[config.mk]
export PLATFORM = sky130hd
export DESIGN_NAME = sbox_layer_ctrl
export DESIGN_NICKNAME = d
export VERILOG_FILES = /design/src/rtl/sbox_ctrl_pkg.sv /design/src/rtl/sbox_vld_pipe.sv /design/src/rtl/sbox_layer_ctrl.sv
export SDC_FILE = /design/constraint.sdc
export NUM_CORES = 1
export LEC_CHECK = 0
export ABC_AREA = 0
export ABC_CLOCK_PERIOD_IN_PS = 3100
export CORE_MARGIN = 5
export CORE_UTILIZATION = 45
export DETAILED_ROUTE_END_ITERATION = 16
export GPL_TIMING_DRIVEN = 0
export PLACE_DENSITY = 0.73
export SYNTH_ARGS = -nofsm -noshare
export SYNTH_HDL_FRONTEND = slang
export SYNTH_SLANG_ARGS = --single-unit
[constraint.sdc]
create_clock -name clk -period 3.1 [get_ports clk]
set_input_delay 0.31 -clock clk [delete_from_list [all_inputs] [get_ports clk]]
set_output_delay 0.31 -clock clk [all_outputs]
set_load 0.01 [all_outputs]
[src/rtl/sbox_ctrl_pkg.sv]
// rtl/sbox_ctrl_pkg.sv - shared state encoding and default sizes for the S-box layer controller
package sbox_ctrl_pkg;

    localparam int NNIB_DEF   = 16;
    localparam int NSTAGE_DEF = 4;

    typedef enum logic [1:0] {
        ST_IDLE = 2'd0,
        ST_RUN  = 2'd1,
        ST_DONE = 2'd2
    } state_t;

endpackage

[src/rtl/sbox_vld_pipe.sv]
// rtl/sbox_vld_pipe.sv - valid tracker mirroring the occupancy of the masked S-box pipeline
module sbox_vld_pipe #(
    parameter int NSTAGE = 4
) (
    input  logic              clk,
    input  logic              rst_n,
    input  logic              clr,
    input  logic              adv,
    input  logic              din,
    output logic [NSTAGE-1:0] vld
);

    // Shifts only when the S-box stages advance, so a stall freezes the tokens with the shares.
    always_ff @(posedge clk) begin
        if (!rst_n || clr) begin
            vld <= '0;
        end else if (adv) begin
            vld <= {vld[NSTAGE-2:0], din};
        end
    end

endmodule

[src/rtl/sbox_layer_ctrl.sv]
// rtl/sbox_layer_ctrl.sv - sequences one masked S-box layer through a shared stallable pipeline
module sbox_layer_ctrl
    import sbox_ctrl_pkg::*;
#(
    parameter int NNIB   = NNIB_DEF,
    parameter int NSTAGE = NSTAGE_DEF
) (
    input  logic              clk,
    input  logic              rst_n,
    input  logic              start,
    input  logic              rnd_valid,
    output logic              rnd_req,
    output logic              feed_en,
    output logic [3:0]        feed_idx,
    output logic [NSTAGE-1:0] stage_en,
    output logic              wr_en,
    output logic [3:0]        wr_idx,
    output logic              busy,
    output logic              done
);

    localparam int CW = $clog2(NNIB + 1);

    state_t          state_q, state_d;
    logic [CW-1:0]   feed_cnt_q, feed_cnt_d;
    logic [CW-1:0]   wr_cnt_q, wr_cnt_d;
    logic [NSTAGE-1:0] vld;
    logic            adv;
    logic            vld_clr;

    always_ff @(posedge clk) begin
        if (!rst_n) begin
            state_q    <= ST_IDLE;
            feed_cnt_q <= '0;
            wr_cnt_q   <= '0;
        end else begin
            state_q    <= state_d;
            feed_cnt_q <= feed_cnt_d;
            wr_cnt_q   <= wr_cnt_d;
        end
    end

    // Outputs are qualified by rst_n so nothing leaks out while reset is held.
    always_comb begin
        state_d    = state_q;
        feed_cnt_d = feed_cnt_q;
        wr_cnt_d   = wr_cnt_q;
        vld_clr    = 1'b0;

        busy     = rst_n && (state_q == ST_RUN);
        rnd_req  = busy;
        done     = rst_n && (state_q == ST_DONE);
        adv      = busy && rnd_valid;
        stage_en = {NSTAGE{adv}};
        feed_en  = adv && (feed_cnt_q < CW'(NNIB));
        wr_en    = adv && vld[NSTAGE-1];
        feed_idx = rst_n ? 4'(feed_cnt_q) : 4'd0;
        wr_idx   = rst_n ? 4'(wr_cnt_q) : 4'd0;

        if (feed_en) begin
            feed_cnt_d = feed_cnt_q + CW'(1);
        end
        if (wr_en) begin
            wr_cnt_d = wr_cnt_q + CW'(1);
        end

        case (state_q)
            ST_IDLE: begin
                if (start) begin
                    state_d    = ST_RUN;
                    feed_cnt_d = '0;
                    wr_cnt_d   = '0;
                    vld_clr    = 1'b1;
                end
            end
            ST_RUN: begin
                if (wr_en && (wr_cnt_q == CW'(NNIB - 1))) begin
                    state_d = ST_DONE;
                end
            end
            ST_DONE: begin
                state_d = ST_IDLE;
            end
            default: begin
                state_d = ST_IDLE;
            end
        endcase
    end

    sbox_vld_pipe #(
        .NSTAGE(NSTAGE)
    ) u_vld_pipe (
        .clk   (clk),
        .rst_n (rst_n),
        .clr   (vld_clr),
        .adv   (adv),
        .din   (feed_en),
        .vld   (vld)
    );

endmodule

## Yosys cells after proc, flatten, opt, wreduce, memory -nomap -nowiden

Cells that the tools add are included.

- Flip-flop bits (word level): 16
- Bits of input ports: 4
- Output and inout bits: 17

- Equality and inequality tests: 5
- Muxes and demuxes: 13
- Reduce and logical (&&, ||, !) cells: 10
- Add/subtract/negate cells: 2
- Magnitude comparators: 1

Operators with widths:

| operator | number |
|---|---|
| two-way mux 5 bit | 6 |
| adder 5 x 1 -> 5 bit, second input constant | 2 |
| two-way mux 4 bit | 2 |
| logical AND 1 bit | 6 |
| == test 5 x 4 -> 1 bit, second input constant | 1 |
| < comparator 5 bit, second input constant | 1 |
| two-way mux 2 bit | 2 |
| one-hot mux 2 bit (2 select lines) | 1 |
| == test 2 x 1 -> 1 bit, second input constant | 1 |
| == test 2 bit, second input constant | 1 |
| logical NOT 2 bit | 1 |
| two-way mux 1 bit | 2 |
| != test 2 x 1 -> 1 bit, second input constant | 1 |
| != test 2 bit, second input constant | 1 |
| AND reduction 2 bit | 1 |
| logical NOT 1 bit | 1 |
| logical OR 1 bit | 1 |

## Longest topological paths before layout

- Word-level depth: 7
- Mapped depth: 5
- Gate-level depth less buffers: 5

## Hierarchy

From an unflattened synthesis, not the netlist that was laid out.

- Cells, all modules: 89
- Area total of the unflattened synthesis: 798.3 um^2

Modules (own cells, without submodules):

| module | cells an instance | area each (um^2) | times used | seq. area each (um^2) |
|---|---|---|---|---|
| sbox_layer_ctrl | 75 | 651.9 | 1 | 240.2 |
| sbox_vld_pipe | 14 | 146.4 | 1 | 80.1 |

## Worst setup path before layout

No wires, ideal clock.

- Path type: reg2reg
- Start point: register wr_cnt_q[0]
- End point: register state_q[0]
- Period minus slack after synthesis: 1.323 ns
- Cell stages (with the launch flop): 6
- Data required time: 3.004 ns
- Arrival time: 1.227 ns
- Library setup time: 0.096 ns
- Path slack: 1.777 ns
- Path through: dfxtp_1 ha_1 and3_1 ha_1 and3_1 nor4b_1

- Cells in the longest elaborated chain, start to end: 4

RTL lines:

| element | line | text |
|---|---|---|
| start: declaration | sbox_layer_ctrl.sv:26 | `logic [CW-1:0] wr_cnt_q, wr_cnt_d;` |
| start signal: assignment | sbox_layer_ctrl.sv:39 | `wr_cnt_q <= wr_cnt_d;` |
| == test 5 x 4 -> 1 bit | sbox_layer_ctrl.sv:77 | `if (wr_en && (wr_cnt_q == CW'(NNIB - 1))) begin` |
| logical AND 1 bit | sbox_layer_ctrl.sv:77 |  |
| != test 2 x 1 -> 1 bit (no line) | - |  |
| AND reduction 2 bit (no line) | - |  |
| end signal: assignment | sbox_layer_ctrl.sv:37 | `state_q <= state_d;` |
| end: declaration | sbox_layer_ctrl.sv:24 | `state_t state_q, state_d;` |

No other way between the ends.
A chain may end at the register's enable or synchronous reset.

## Final worst setup path

- Start point: input rst_n
- End point: output stage_en[0]

- Cells in the longest elaborated chain, start to end: 2

RTL lines:

| element | line | text |
|---|---|---|
| start: declaration | sbox_layer_ctrl.sv:9 | `input logic rst_n,` |
| logical AND 1 bit | sbox_layer_ctrl.sv:50 | `busy = rst_n && (state_q == ST_RUN);` |
| logical AND 1 bit | sbox_layer_ctrl.sv:53 | `adv = busy && rnd_valid;` |
| end: declaration | sbox_layer_ctrl.sv:15 | `output logic [NSTAGE-1:0] stage_en,` |

No other way between the ends.

==> reports/qor.yml <==
pwr:
  ir_drop_mv: 0.371
  power_density_nw_per_um2: 359
  total_power_w: 0.000380
  leakage_nw: 0.428
status:
  status: "completed"
timing:
  slew_violations: 0
  worst_slew_pin_slew_ns: 0.376
  rsz0062_at_grt: "no"
  finalSetupTns_ns: 0
  holdWs_ns: 0.466
  max-slew-margin-rel: 0.749
  period_share: 0.801
  finClkSkew_ns: 0.00202
  fmax_ghz: 0.403
  period_needed_ns: 2.48
  hold_viol: 0
  setup_viol: 0
layout:
  stdcell_area_um2: 1060
  area_delta_synth_final_pct: 33.9
  num-fill-cells: 156
  multi_input_area_um2: 402
  regArea_um2: 320
  antennaDiodeCount: 0
  layout-drive-gt1-share: 0.143
  nets: 120
  fin_cells: 137
synth:
  ys_warn_count: 0
  synth_seq_area_share: 0.405
  synthCells: 88
  synth_top_cell_area_share: 0.405
  yosys.area.top_type: "dfxtp_1"
  synth-seq-cells: 16
  syn_area_um2: 791
  synth_nets: 95
  netlist_top_cells_area: "dfxtp_1 41%, mux2i_1 6.3%, nand2_1 6.2%"
  avgSynthCellArea_um2: 8.99
  yosysUniqueCellTypes: 25
placed_design:
  place_hpwl_mm: 1.24
  gp_congestion: 0.699
  dp.cells: 133
  io_buffer_count: 20
  place_area_um2: 1020
detailed_routing:
  avgViaCountPerCell: 4.97
  first_iter_violations: 22
  post_drt_wl_per_cell_um: 11.8
  wl_mm: 1.61
  ant_nets: 0
  drt_first_pass_iters: 3
  vias: 681
  drc: 0
clocking:
  cts_inserted_buffers: 3
  cts_htree_levels: 1
  cts_root_buffer: "clkbuf_4"
  hold_buffers: 0
  cts.clk_slew.worst_paths_ns: 0.09
  cts_tree: "done"
  insertion_delay_ns: 0.28
  post_cts_buffers: 0
  post_cts_resized: 0
  clock_path_buffers: 2
  clock-sinks: 16
worst_hold_path:
  hold_path_class: "register to register"
  worstHoldStart: "u_vld_pipe.vld[1]"
  min_delay_path_depth: 2
  min_to: "u_vld_pipe.vld[2]"
job:
  maxCapViolations: 0
die:
  initial_core_util: 0.463
  die_area_um2: 2700
  ios: 21
  rows: 15
  die_w_um: 51.9
  die_h_um: 51.9
  core_area_um2: 1710
grt:
  grt_pass1_wl_mm: 2.95
  grt_usage: 0.145
  grt_pass1_vias: 639
  antenna_found_initial: 0
  grt_max_degree: 14
  grt_remaining_overflow: 0
worst_setup_path:
  cp_data_arrival_time_ns: 2.17
  required_ns: 2.79
  reg2reg_to: "state_q[0]"
  start_kind: "input port"
  endpoint_kind: "output pin"
  crit_type: "input port to output pin"
  crit_fanout: 13
  reg2reg_slack_ns: 1.67
  worstReg2RegStart: "wr_cnt_q[0]"
  timing.reg2reg.worst_path_depth: 5
layer usage:
metal | wire, um | vias to the layer above | share of wire | GRT usage
li1 | - | 348 | - | -
met1 | 730 | 315 | 0.45 | 0.180
met2 | 765 | 16 | 0.47 | 0.228
met3 | 101 | 2 | 0.063 | 0.0602
met4 | 14 | 0 | 0.0087 | 0.0393
met5 | 0 | - | 0 | 0
sequential cells by signal, summed over array words and instances, names as in the netlist:
signal,count
state_q,2
u_vld_pipe.vld,4
wr_cnt_q,5
feed_cnt_q,5
layout by cell type, fill, tap and decap left out, drive strengths merged, types with 2 or more instances in the layout:
master	n
clkdlybuf4s50	20
mux2i	5
and3	2
and3b	2
nand3b	2
clkbuf	5
o21ai	2
o31ai	2
a21oi	5
nand3	5
nand2	13
or4	2
and2	8
ha	3
nor2	5
buf	7
inv	3
dfxtp	16
report_power, final:
group          internal (W)  switching [W]  leakage [nW]
Combinational     0.0000194      0.0000174         0.278
Sequential         0.000208     0.00000254         0.129
Clock             0.0000715      0.0000619        0.0210
Yosys cell counts:
| cell type | instances |
|---|---|
| a211oi_1 | 1 |
| a21oi_1 | 5 |
| a41oi_1 | 1 |
| and2_1 | 5 |
| and2_2 | 3 |
| and3_1 | 2 |
| and3b_1 | 2 |
| buf_2 | 1 |
| buf_4 | 5 |
| buf_6 | 1 |
| clkbuf_1 | 1 |
| dfxtp_1 | 16 |
| ha_1 | 3 |
| inv_1 | 3 |
| mux2i_1 | 5 |
| nand2_1 | 13 |
| nand3_1 | 5 |
| nand3b_1 | 2 |
| nand4b_4 | 1 |
| nor2_1 | 5 |
| nor4b_1 | 1 |
| o21ai_0 | 2 |
| o31ai_1 | 2 |
| or3b_2 | 1 |
| or4_1 | 2 |
stage by stage:
| stage | setup WS, ns | util |
|---|---|---|
| 2_1_floorplan | 1.78 | - |
| 3_3_place_gp | 0.619 | 0.599 |
| 3_5_place_dp | 0.619 | 0.599 |
| 4_1_cts | 0.612 | 0.620 |
| 5_1_grt | 0.480 | 0.620 |
| 6_report | 0.616 | 0.620 |
worst max path at each step:
| stage | slack, ns | from | endpoint |
|---|---|---|---|
| after floorplan | 1.78 | wr_cnt_q[0] | state_q[0] |
| after global placement | 0.62 | rst_n | stage_en[0] |
| after detailed placement | 0.62 | rst_n | stage_en[2] |
| after CTS | 0.61 | rst_n | stage_en[2] |
| after global routing | 0.48 | rst_n | stage_en[2] |
| final | 0.62 | rst_n | stage_en[0] |
area by class of cell:
cell class	count	area share
Timing Repair Buffer	20	0.189
Tap cell	25	0.0296
Sequential cell	16	0.303
Buffer	8	0.0544
Inverter	3	0.0106
Clock buffer	4	0.0343
Multi-Input combinational cell	61	0.379
logic make-up (layout without fill, tap and decap cells):
group | after synthesis | after routing | share of synthesized area
flip-flops | 16 | 16 | 0.405
buffers and inverters | 11 | 35 | 0.0870
adder cells (fa/ha/maj) | 3 | 3 | 0.0475
multiplexers | 5 | 5 | 0.0633
AO/OA/AOI/OAI | 11 | 11 | 0.0839
AND/OR/NAND/NOR | 42 | 42 | 0.313
worst max-delay path, cell delays in order:
cell	delay [ns]
clkdlybuf4s50_1	0.60
nand4b_4	0.21
inv_1	0.14
buf_2	0.25
buf_4	0.15
clkdlybuf4s50_1	0.52
Note: power is estimated with default switching activity, not from simulation.
